## config.mk

```make
export PLATFORM = sky130hd
export DESIGN_NAME = time_display_mux_flat
export DESIGN_NICKNAME = d
export VERILOG_FILES = /design/src/rtl/time_display_mux_if.sv /design/src/rtl/time_display_mux.sv /design/src/flat_wrapper.sv
export SDC_FILE = /design/constraint.sdc
export NUM_CORES = 1
export LEC_CHECK = 0
export ABC_AREA = 1
export CORE_ASPECT_RATIO = 1.5
export CORE_MARGIN = 4
export CORE_UTILIZATION = 59
export DETAILED_ROUTE_END_ITERATION = 10
export PLACE_DENSITY = 0.79
export REMOVE_ABC_BUFFERS = 1
export SKIP_LAST_GASP = 1
export SLEW_MARGIN = 15
export SYNTH_ARGS = -nofsm -noshare
export SYNTH_HDL_FRONTEND = slang
export SYNTH_SLANG_ARGS = --single-unit
```

## constraint.sdc

```tcl
create_clock -name clk -period 2.43 [get_ports clk]
set_clock_uncertainty 0.2 [all_clocks]
set_input_delay 0.486 -clock clk [delete_from_list [all_inputs] [get_ports clk]]
set_output_delay 0.486 -clock clk [all_outputs]
set_load 0.1 [all_outputs]
```

## src/rtl/time_display_mux_if.sv

```systemverilog
// Bundles the time inputs and the multiplexed six-digit display outputs.
// The master drives the time and option inputs; the display mux is the slave.
interface time_display_mux_if;
  logic [4:0] hours_i;
  logic [5:0] mins_i;
  logic [5:0] secs_i;
  logic       blank_lead_i;
  logic       dp_en_i;
  logic [5:0] an_o;
  logic [6:0] seg_o;
  logic       dp_o;

  modport master (
    output hours_i, mins_i, secs_i, blank_lead_i, dp_en_i,
    input  an_o, seg_o, dp_o
  );

  modport slave (
    input  hours_i, mins_i, secs_i, blank_lead_i, dp_en_i,
    output an_o, seg_o, dp_o
  );
endinterface

```

## src/rtl/time_display_mux.sv

```systemverilog
// Scans an HH:MM:SS value onto a six-digit common-anode display, converting
// each frame's snapshot to BCD with a double-dabble FSM.
module time_display_mux #(
  parameter int SCAN_DIV = 100000
) (
  input logic               clk,
  input logic               reset,
  time_display_mux_if.slave disp
);

  localparam int CW = $clog2(SCAN_DIV);

  typedef enum logic [1:0] {IDLE, LOAD, SHIFT, DONE} state_t;

  state_t        state_q, state_d;
  logic [CW-1:0] slotCnt_q, slotCnt_d;
  logic [2:0]    digitIdx_q, digitIdx_d;
  logic          frameStart_q;
  logic          pending_q, pending_d;
  logic [4:0]    hoursSnap_q;
  logic [5:0]    minsSnap_q, secsSnap_q;
  logic [13:0]   hWork_q, hWork_d, mWork_q, mWork_d, sWork_q, sWork_d;
  logic [2:0]    shiftCnt_q, shiftCnt_d;
  logic [23:0]   dispBcd_q, dispBcd_d;
  logic [5:0]    an_q, an_d;
  logic [6:0]    seg_q, seg_d;
  logic          dp_q, dp_d;
  logic          slotWrap, frameStart, leadBlank;
  logic [3:0]    curDigit;

  // One double-dabble step on {tens, ones, binary}: add 3 to any BCD nibble >= 5, then shift.
  function automatic logic [13:0] dabbleStep(input logic [13:0] w);
    logic [13:0] t;
    t = w;
    if (t[9:6] >= 4'd5)   t[9:6]   = 4'(t[9:6] + 4'd3);
    if (t[13:10] >= 4'd5) t[13:10] = 4'(t[13:10] + 4'd3);
    return {t[12:0], 1'b0};
  endfunction

  function automatic logic [6:0] segCode(input logic [3:0] d);
    case (d)
      4'd0:    segCode = 7'b1000000;
      4'd1:    segCode = 7'b1111001;
      4'd2:    segCode = 7'b0100100;
      4'd3:    segCode = 7'b0110000;
      4'd4:    segCode = 7'b0011001;
      4'd5:    segCode = 7'b0010010;
      4'd6:    segCode = 7'b0000010;
      4'd7:    segCode = 7'b1111000;
      4'd8:    segCode = 7'b0000000;
      4'd9:    segCode = 7'b0010000;
      default: segCode = 7'b1111111;
    endcase
  endfunction

  assign slotWrap   = (slotCnt_q == CW'(SCAN_DIV - 1));
  assign frameStart = slotWrap && (digitIdx_q == 3'd5);
  assign leadBlank  = disp.blank_lead_i && (digitIdx_q == 3'd5) && (dispBcd_q[23:20] == 4'd0);

  always_comb begin
    case (digitIdx_q)
      3'd0:    curDigit = dispBcd_q[3:0];
      3'd1:    curDigit = dispBcd_q[7:4];
      3'd2:    curDigit = dispBcd_q[11:8];
      3'd3:    curDigit = dispBcd_q[15:12];
      3'd4:    curDigit = dispBcd_q[19:16];
      3'd5:    curDigit = dispBcd_q[23:20];
      default: curDigit = 4'd0;
    endcase
  end

  always_comb begin
    slotCnt_d  = slotCnt_q + 1'b1;
    digitIdx_d = digitIdx_q;
    state_d    = state_q;
    pending_d  = pending_q;
    shiftCnt_d = shiftCnt_q;
    hWork_d    = hWork_q;
    mWork_d    = mWork_q;
    sWork_d    = sWork_q;
    dispBcd_d  = dispBcd_q;

    if (slotWrap) begin
      slotCnt_d  = '0;
      digitIdx_d = (digitIdx_q == 3'd5) ? 3'd0 : digitIdx_q + 3'd1;
    end

    case (state_q)
      IDLE: begin
        if (frameStart_q || pending_q) begin
          state_d   = LOAD;
          pending_d = 1'b0;
        end
      end
      LOAD: begin
        hWork_d    = {8'd0, 1'b0, hoursSnap_q};
        mWork_d    = {8'd0, minsSnap_q};
        sWork_d    = {8'd0, secsSnap_q};
        shiftCnt_d = 3'd0;
        state_d    = SHIFT;
      end
      SHIFT: begin
        hWork_d    = dabbleStep(hWork_q);
        mWork_d    = dabbleStep(mWork_q);
        sWork_d    = dabbleStep(sWork_q);
        shiftCnt_d = shiftCnt_q + 3'd1;
        if (shiftCnt_q == 3'd5) state_d = DONE;
      end
      DONE: begin
        dispBcd_d = {hWork_q[13:6], mWork_q[13:6], sWork_q[13:6]};
        state_d   = IDLE;
      end
      default: state_d = IDLE;
    endcase

    // A start that arrives mid-conversion is remembered rather than dropped.
    if (frameStart_q && (state_q != IDLE)) pending_d = 1'b1;

    an_d = ~(6'b000001 << digitIdx_q);
    if ((slotCnt_q == '0) || leadBlank) an_d = 6'b111111;
    seg_d = segCode(curDigit);
    dp_d  = ~(disp.dp_en_i && ((digitIdx_q == 3'd2) || (digitIdx_q == 3'd4)));
  end

  always_ff @(posedge clk or negedge reset) begin
    if (!reset) begin
      state_q      <= IDLE;
      slotCnt_q    <= '0;
      digitIdx_q   <= 3'd0;
      frameStart_q <= 1'b0;
      pending_q    <= 1'b1;
      hoursSnap_q  <= 5'd0;
      minsSnap_q   <= 6'd0;
      secsSnap_q   <= 6'd0;
      hWork_q      <= 14'd0;
      mWork_q      <= 14'd0;
      sWork_q      <= 14'd0;
      shiftCnt_q   <= 3'd0;
      dispBcd_q    <= 24'd0;
      an_q         <= 6'b111111;
      seg_q        <= 7'b1111111;
      dp_q         <= 1'b1;
    end else begin
      state_q      <= state_d;
      slotCnt_q    <= slotCnt_d;
      digitIdx_q   <= digitIdx_d;
      frameStart_q <= frameStart;
      pending_q    <= pending_d;
      if (frameStart) begin
        hoursSnap_q <= disp.hours_i;
        minsSnap_q  <= disp.mins_i;
        secsSnap_q  <= disp.secs_i;
      end
      hWork_q      <= hWork_d;
      mWork_q      <= mWork_d;
      sWork_q      <= sWork_d;
      shiftCnt_q   <= shiftCnt_d;
      dispBcd_q    <= dispBcd_d;
      an_q         <= an_d;
      seg_q        <= seg_d;
      dp_q         <= dp_d;
    end
  end

  assign disp.an_o  = an_q;
  assign disp.seg_o = seg_q;
  assign disp.dp_o  = dp_q;

endmodule

```

## src/flat_wrapper.sv

```systemverilog
// flat-port wrapper written by rule: the top's interface ports become plain ports
module time_display_mux_flat 
#(
  parameter int SCAN_DIV = 100000
)
  (clk, reset, disp_hours_i, disp_mins_i, disp_secs_i, disp_blank_lead_i, disp_dp_en_i, disp_an_o, disp_seg_o, disp_dp_o);
  time_display_mux_if disp_i ();
  input logic clk;
  input logic reset;
  input wire logic [$bits(disp_i.hours_i)-1:0] disp_hours_i;
  input wire logic [$bits(disp_i.mins_i)-1:0] disp_mins_i;
  input wire logic [$bits(disp_i.secs_i)-1:0] disp_secs_i;
  input wire logic [$bits(disp_i.blank_lead_i)-1:0] disp_blank_lead_i;
  input wire logic [$bits(disp_i.dp_en_i)-1:0] disp_dp_en_i;
  output wire logic [$bits(disp_i.an_o)-1:0] disp_an_o;
  output wire logic [$bits(disp_i.seg_o)-1:0] disp_seg_o;
  output wire logic [$bits(disp_i.dp_o)-1:0] disp_dp_o;
  assign disp_i.hours_i = disp_hours_i;
  assign disp_i.mins_i = disp_mins_i;
  assign disp_i.secs_i = disp_secs_i;
  assign disp_i.blank_lead_i = disp_blank_lead_i;
  assign disp_i.dp_en_i = disp_dp_en_i;
  assign disp_an_o = disp_i.an_o;
  assign disp_seg_o = disp_i.seg_o;
  assign disp_dp_o = disp_i.dp_o;
  time_display_mux #(.SCAN_DIV(SCAN_DIV)) u_core (.clk(clk), .reset(reset), .disp(disp_i));
endmodule
```

### Yosys cells after proc, flatten, opt, wreduce, memory -nomap -nowiden

Memory sizes are Yosys's and may differ from the RTL's. A register that Yosys moved wholly into a read port is not among the register bits.
Index checks and enable logic that the tools add are counted.

| word-level totals | value |
|---|---|
| register bits after elaboration | 117 |
| bits in read-only memories | 112 |
| input bits | 21 |
| output and inout bits | 14 |
| logic and storage cells | 85 |
| memories | 1 |

Memories:

| name | depth | width | rd ports | clocked after Yosys merged registers in | wr ports | line | source |
|---|---|---|---|---|---|---|---|
| (no name shown) | 16 | 7 | 1 | 1 | 0 | time_display_mux.sv:41 | `case (d)` |

| operators by class | value |
|---|---|
| add/subtract/negate cells | 9 |
| order comparisons | 6 |
| equality and inequality tests | 12 |
| shift operators | 1 |
| muxes and demuxes | 20 |
| bitwise gates (word level) | 2 |
| reduce and logical (&&, ||, !) cells | 19 |

Operators with widths:

| kind | count |
|---|---|
| $pmux 14 s2 | 3 |
| $ge 4x3->1 const B | 6 |
| $pmux 4 s6 | 1 |
| $add 17x1->17 const B | 1 |
| $eq 17x17->1 const B | 1 |
| $logic_not 17->1 | 1 |
| $mux 17 | 1 |
| $add 4x2->4 const B | 3 |
| $mux 3 | 4 |
| $mux 4 | 3 |
| $add 3x2->3 const B | 3 |
| $eq 3x3->1 const B | 3 |
| $pmux 2 s4 | 1 |
| $reduce_bool 2->1 | 4 |
| $add 3x1->3 const B | 2 |
| $eq 3x2->1 const B | 2 |
| $mux 6 | 1 |
| $not 6->6 | 1 |
| $pmux 3 s2 | 1 |
| $shl 1x3->6 const A | 1 |
| $logic_and 1x1->1 | 5 |
| $eq 2x2->1 const B | 2 |
| $logic_not 4->1 | 1 |
| $mux 2 | 2 |
| 10 further kinds | 16 |

### Longest topological paths before layout

| logic depth | value |
|---|---|
| depth in word-level cells | 5 |
| gate-level depth with buffers | 16 |
| gate-level depth less buffers | 15 |

### Worst setup path before layout

OpenSTA, ideal clock, no wires.

| timing path | value |
|---|---|
| path type | register -> register |
| start point | register u_core.digitIdx_q[0] |
| end point | register u_core.seg_q[3] (netlist: u_core.disp.seg_o[3]) |
| library setup time | 0.077 ns |
| arrival | 1.816 ns |
| data required time | 2.153 ns |
| slack | 0.337 ns |
| cell stages (with the launch flop) | 16 |
| path buffers | 1 |
| period minus slack after synthesis | 2.093 ns |
| cells stage by stage | dfrtp_1 buf_2 nand2_1 inv_1 ha_1 nand2_1 o21ai_0 nor2_1 nand2_1 nand2_1 inv_1 ha_1 inv_1 nand3_1 nand3_1 nand2_1 |

| on the way | value |
|---|---|
| word-level cells in the longest chain between the ends | 2 |
| elaborated cells between the ends (all ways) | 7 |
| classes of those cells | 5 x eq/ne; 1 x mux; 1 x reduce/logical |

Ends and longest elaborated chain:

| what | line | source |
|---|---|---|
| from (decl) | time_display_mux.sv:17 | `logic [2:0] digitIdx_q, digitIdx_d;` |
| from (signal assigned) | time_display_mux.sv:146 | `digitIdx_q <= digitIdx_d;` |
| $eq 3x3->1 (tied with other cells) | time_display_mux.sv:61 | `case (digitIdx_q)` |
| $pmux 4 s6 (*) | time_display_mux.sv:61 |  |
| to (decl) | time_display_mux.sv:26 | `logic [6:0] seg_q, seg_d;` |

Mark *: on every way between the ends. The rest lies on a longest branch, timed or not.
A chain may end at the register's enable or synchronous reset.

### Worst setup path in the final report

Same ends and word-level chain as after synthesis.

==> flow_metrics.env <==
export IMPL_outcome="finished with violations"
export IMPL_violations="hold timing"
export IMPL_drv_slew=0
export IMPL_coreArea_mm2=0.00974
export IMPL_diodes=0
export IMPL_setup_violations_final=0
export IMPL_gp_congestion=0.955
export IMPL_cts_clk_slew_worst_paths_ps=50
export IMPL_grt_pass1_wl_um=21300
export IMPL_utilization=0.722
export IMPL_io_pins=35
export IMPL_grt_usage=0.224
export IMPL_antenna_found_initial=0
export IMPL_synth_edff_count=0
export IMPL_seq_area_frac_synth=0.526
export IMPL_placed_cells_incl_taps=846
export IMPL_hold_class="input pin to asynchronous set/reset pin"
export IMPL_root_buffer="clkbuf_16"
export IMPL_drc_errors=0
export IMPL_fin_crit_ps=2250
export IMPL_critical_path_cell_chain="nand2_1, inv_1, ha_1, nand2_1, o21ai_0, nor2_1, nand2_1, nand2_2, inv_1, ha_1, inv_1, nand3_1, nand3_1, nand2_1"
export IMPL_port_buffers=34
export IMPL_reg2reg_depth=14
export IMPL_avgSynthCellArea_um2=8.42
export IMPL_p_leak_nw=3.47
export IMPL_area_delta_synth_final_pct=18.5
export IMPL_drtPass1Iterations=5
export IMPL_tightest_slew_ps=675
export IMPL_max_vdd_ir_drop_uv=523
export IMPL_drt_total_wl_um=12200
export IMPL_final_common_cell="nand2_1"
export IMPL_dp_hpwl_um=8510
export IMPL_synth_seq_cells=124
export IMPL_die_w_um=89.9
export IMPL_fmax_mhz=445
export IMPL_critPathKind="flop to flop"
export IMPL_avgViaCountPerCell=5.45
export IMPL_cp_required_ps=2570
export IMPL_clkLatencyLatePin_ps=410
export IMPL_drt_iter0_markers=258
export IMPL_numCtsBuffers=17
export IMPL_ctsHtreeMaxLevel=4
export IMPL_drive_above_1_share=0.122
export IMPL_final_cell_mix="nand2_1, dfrtp_1, inv_1"
export IMPL_cp_arrival_ps=2380
export IMPL_vias=4793
export IMPL_fin_tns_setup_ps=0
export IMPL_wire_per_inst_um=13.8
export IMPL_synthCells=705
export IMPL_synth_distinct_cells=36
export IMPL_dpl_cell_area_mm2=0.00639
export IMPL_drv_cap=0
export IMPL_fin_hold_ws_ps=-58.6
export IMPL_grt_overflow=0
export IMPL_dieArea_mm2=0.0118
export IMPL_fin_crit_sh=0.924
export IMPL_cts_tree="done"
export IMPL_slew_headroom=0.550
export IMPL_synth_main_ff_cell="dfrtp_1"
export IMPL_grt_start_max_net_pins=125
export IMPL_async_flop_share=1.00
export IMPL_rows=44
export IMPL_start_kind="flop"
export IMPL_hold_violations=34
export IMPL_cp_max_fo=8
export IMPL_grt_pass1_vias=4891
export IMPL_endpoint_kind="flop"
export IMPL_netlist_area_mm2=0.00594
export IMPL_yosysWarnings=0
export IMPL_cts_sinks=124
export IMPL_cp_slowest_cell="dfrtp_2"
export IMPL_fin_cells=880
export IMPL_clock_path_buffers=2
export IMPL_die_h_um=131
export IMPL_finalNetCount=798
export IMPL_ant_nets=0
export IMPL_cts_hold_buf=0
export IMPL_crit_path_max_incr_delay_ps=450
export IMPL_fin_area_mm2=0.00703
export IMPL_crit_path_frequent_cell="nand2_1"
export IMPL_initial_utilization=0.609
export IMPL_powerDensity_mw_per_mm2=674
metrics by stage:
stage	power (mW)	worst slack [ps]	hold slack [ps]
after global routing	4.88	-24.4	16.5
after CTS	4.76	118	5.76
final	4.74	185	-58.6
after detailed placement	2.18	139	265
after floorplan	2.10	-92.7	-9.59
after global placement	2.18	264	263
routing by layer:
layer  routed length (um)  vias to the layer above  GRT usage  share of wire
li1                     -                     2353          -              -
met1                 4870                     2288      0.235           0.40
met2                 6470                      118      0.421           0.53
met3                  440                       34     0.0504          0.036
met4                  382                        0      0.123          0.031
met5                    0                        -          0              0
cell families after synthesis:
| kind of cell | after synthesis | share of synthesized area |
|---|---|---|
| simple gates | 336 | 0.243 |
| buf+inv | 118 | 0.0790 |
| fa+ha+maj | 25 | 0.0527 |
| compound gates | 94 | 0.0877 |
| flops | 124 | 0.526 |
| xor+xnor | 8 | 0.0118 |
power breakdown:
part           internal (mW)  total (mW)  switching, mW
logic                 0.0307      0.0724         0.0417
clock network           1.72        2.60          0.884
registers               2.07        2.07              0
total                   3.82        4.74          0.925
synthesized netlist by cell type, types with 5 or more instances:
library cell | instances | area [um2]
buf_2 | 5 | 25.0
nor3_1 | 7 | 35.0
o22ai_1 | 11 | 68.8
o21ai_0 | 49 | 245
nand4_1 | 10 | 62.6
nand2_1 | 194 | 728
nand3_1 | 56 | 280
a21oi_1 | 22 | 110
inv_1 | 94 | 353
dfstp_2 | 15 | 394
ha_1 | 25 | 313
clkbuf_1 | 11 | 41.3
nor2_1 | 54 | 203
dfrtp_1 | 109 | 2730
xor2_1 | 8 | 70.1
worst paths after layout:
path / from / slack, ps / endpoint
worst min-delay path: reset / -60 / u_core.slotCnt_q[11]
worst max-delay path: u_core.digitIdx_q[0] / 180 / u_core.disp.seg_o[3]
min in group clk: u_core.hoursSnap_q[0] / 280 / u_core.hoursSnap_q[0]
max in group asynchronous: reset / 1530 / u_core.digitIdx_q[0]
worst min register to register: u_core.hoursSnap_q[0] / 280 / u_core.hoursSnap_q[0]
worst max register to register: u_core.digitIdx_q[0] / 180 / u_core.disp.seg_o[3]
cell type report:
cell class | instances | area, um2
Fill cell | 744 | 2710
Multi-Input combinational cell | 463 | 2350
Sequential cell | 124 | 3120
Inverter | 100 | 377
Clock inverter | 10 | 138
Tap cell | 115 | 144
Timing Repair Buffer | 46 | 418
Clock buffer | 22 | 484
registers in the layout, indices dropped and copies added, names as in the netlist:
signal	flops
u_core.minsSnap_q	6
u_core.disp.an_o	6
u_core.state_q	2
u_core.hoursSnap_q	5
u_core.shiftCnt_q	3
u_core.secsSnap_q	6
u_core.pending_q	1
u_core.digitIdx_q	3
u_core.slotCnt_q	17
u_core.frameStart_q	1
u_core.sWork_q	14
u_core.dispBcd_q	24
u_core.mWork_q	14
u_core.hWork_q	14
u_core.disp.seg_o	7
u_core.disp.dp_o	1
critical path, delay by kind of cell, from the launching register on:
family / cells / cell delay (ps)
adders and majority gates: 2 / 530
buffers and inverters: 3 / 190
and+or+nand+nor: 8 / 740
DFF: 1 / 450
AOI/OAI and AO/OA: 1 / 70
timing repair:
action                                  4_1_cts  5_1_grt
resized for setup                             0        3
setup buffers                                 0        2
hold endpoints to repair                      0        0
endpoints found under the setup margin        0        5
No activity file was read; power rests on OpenSTA's default activity.
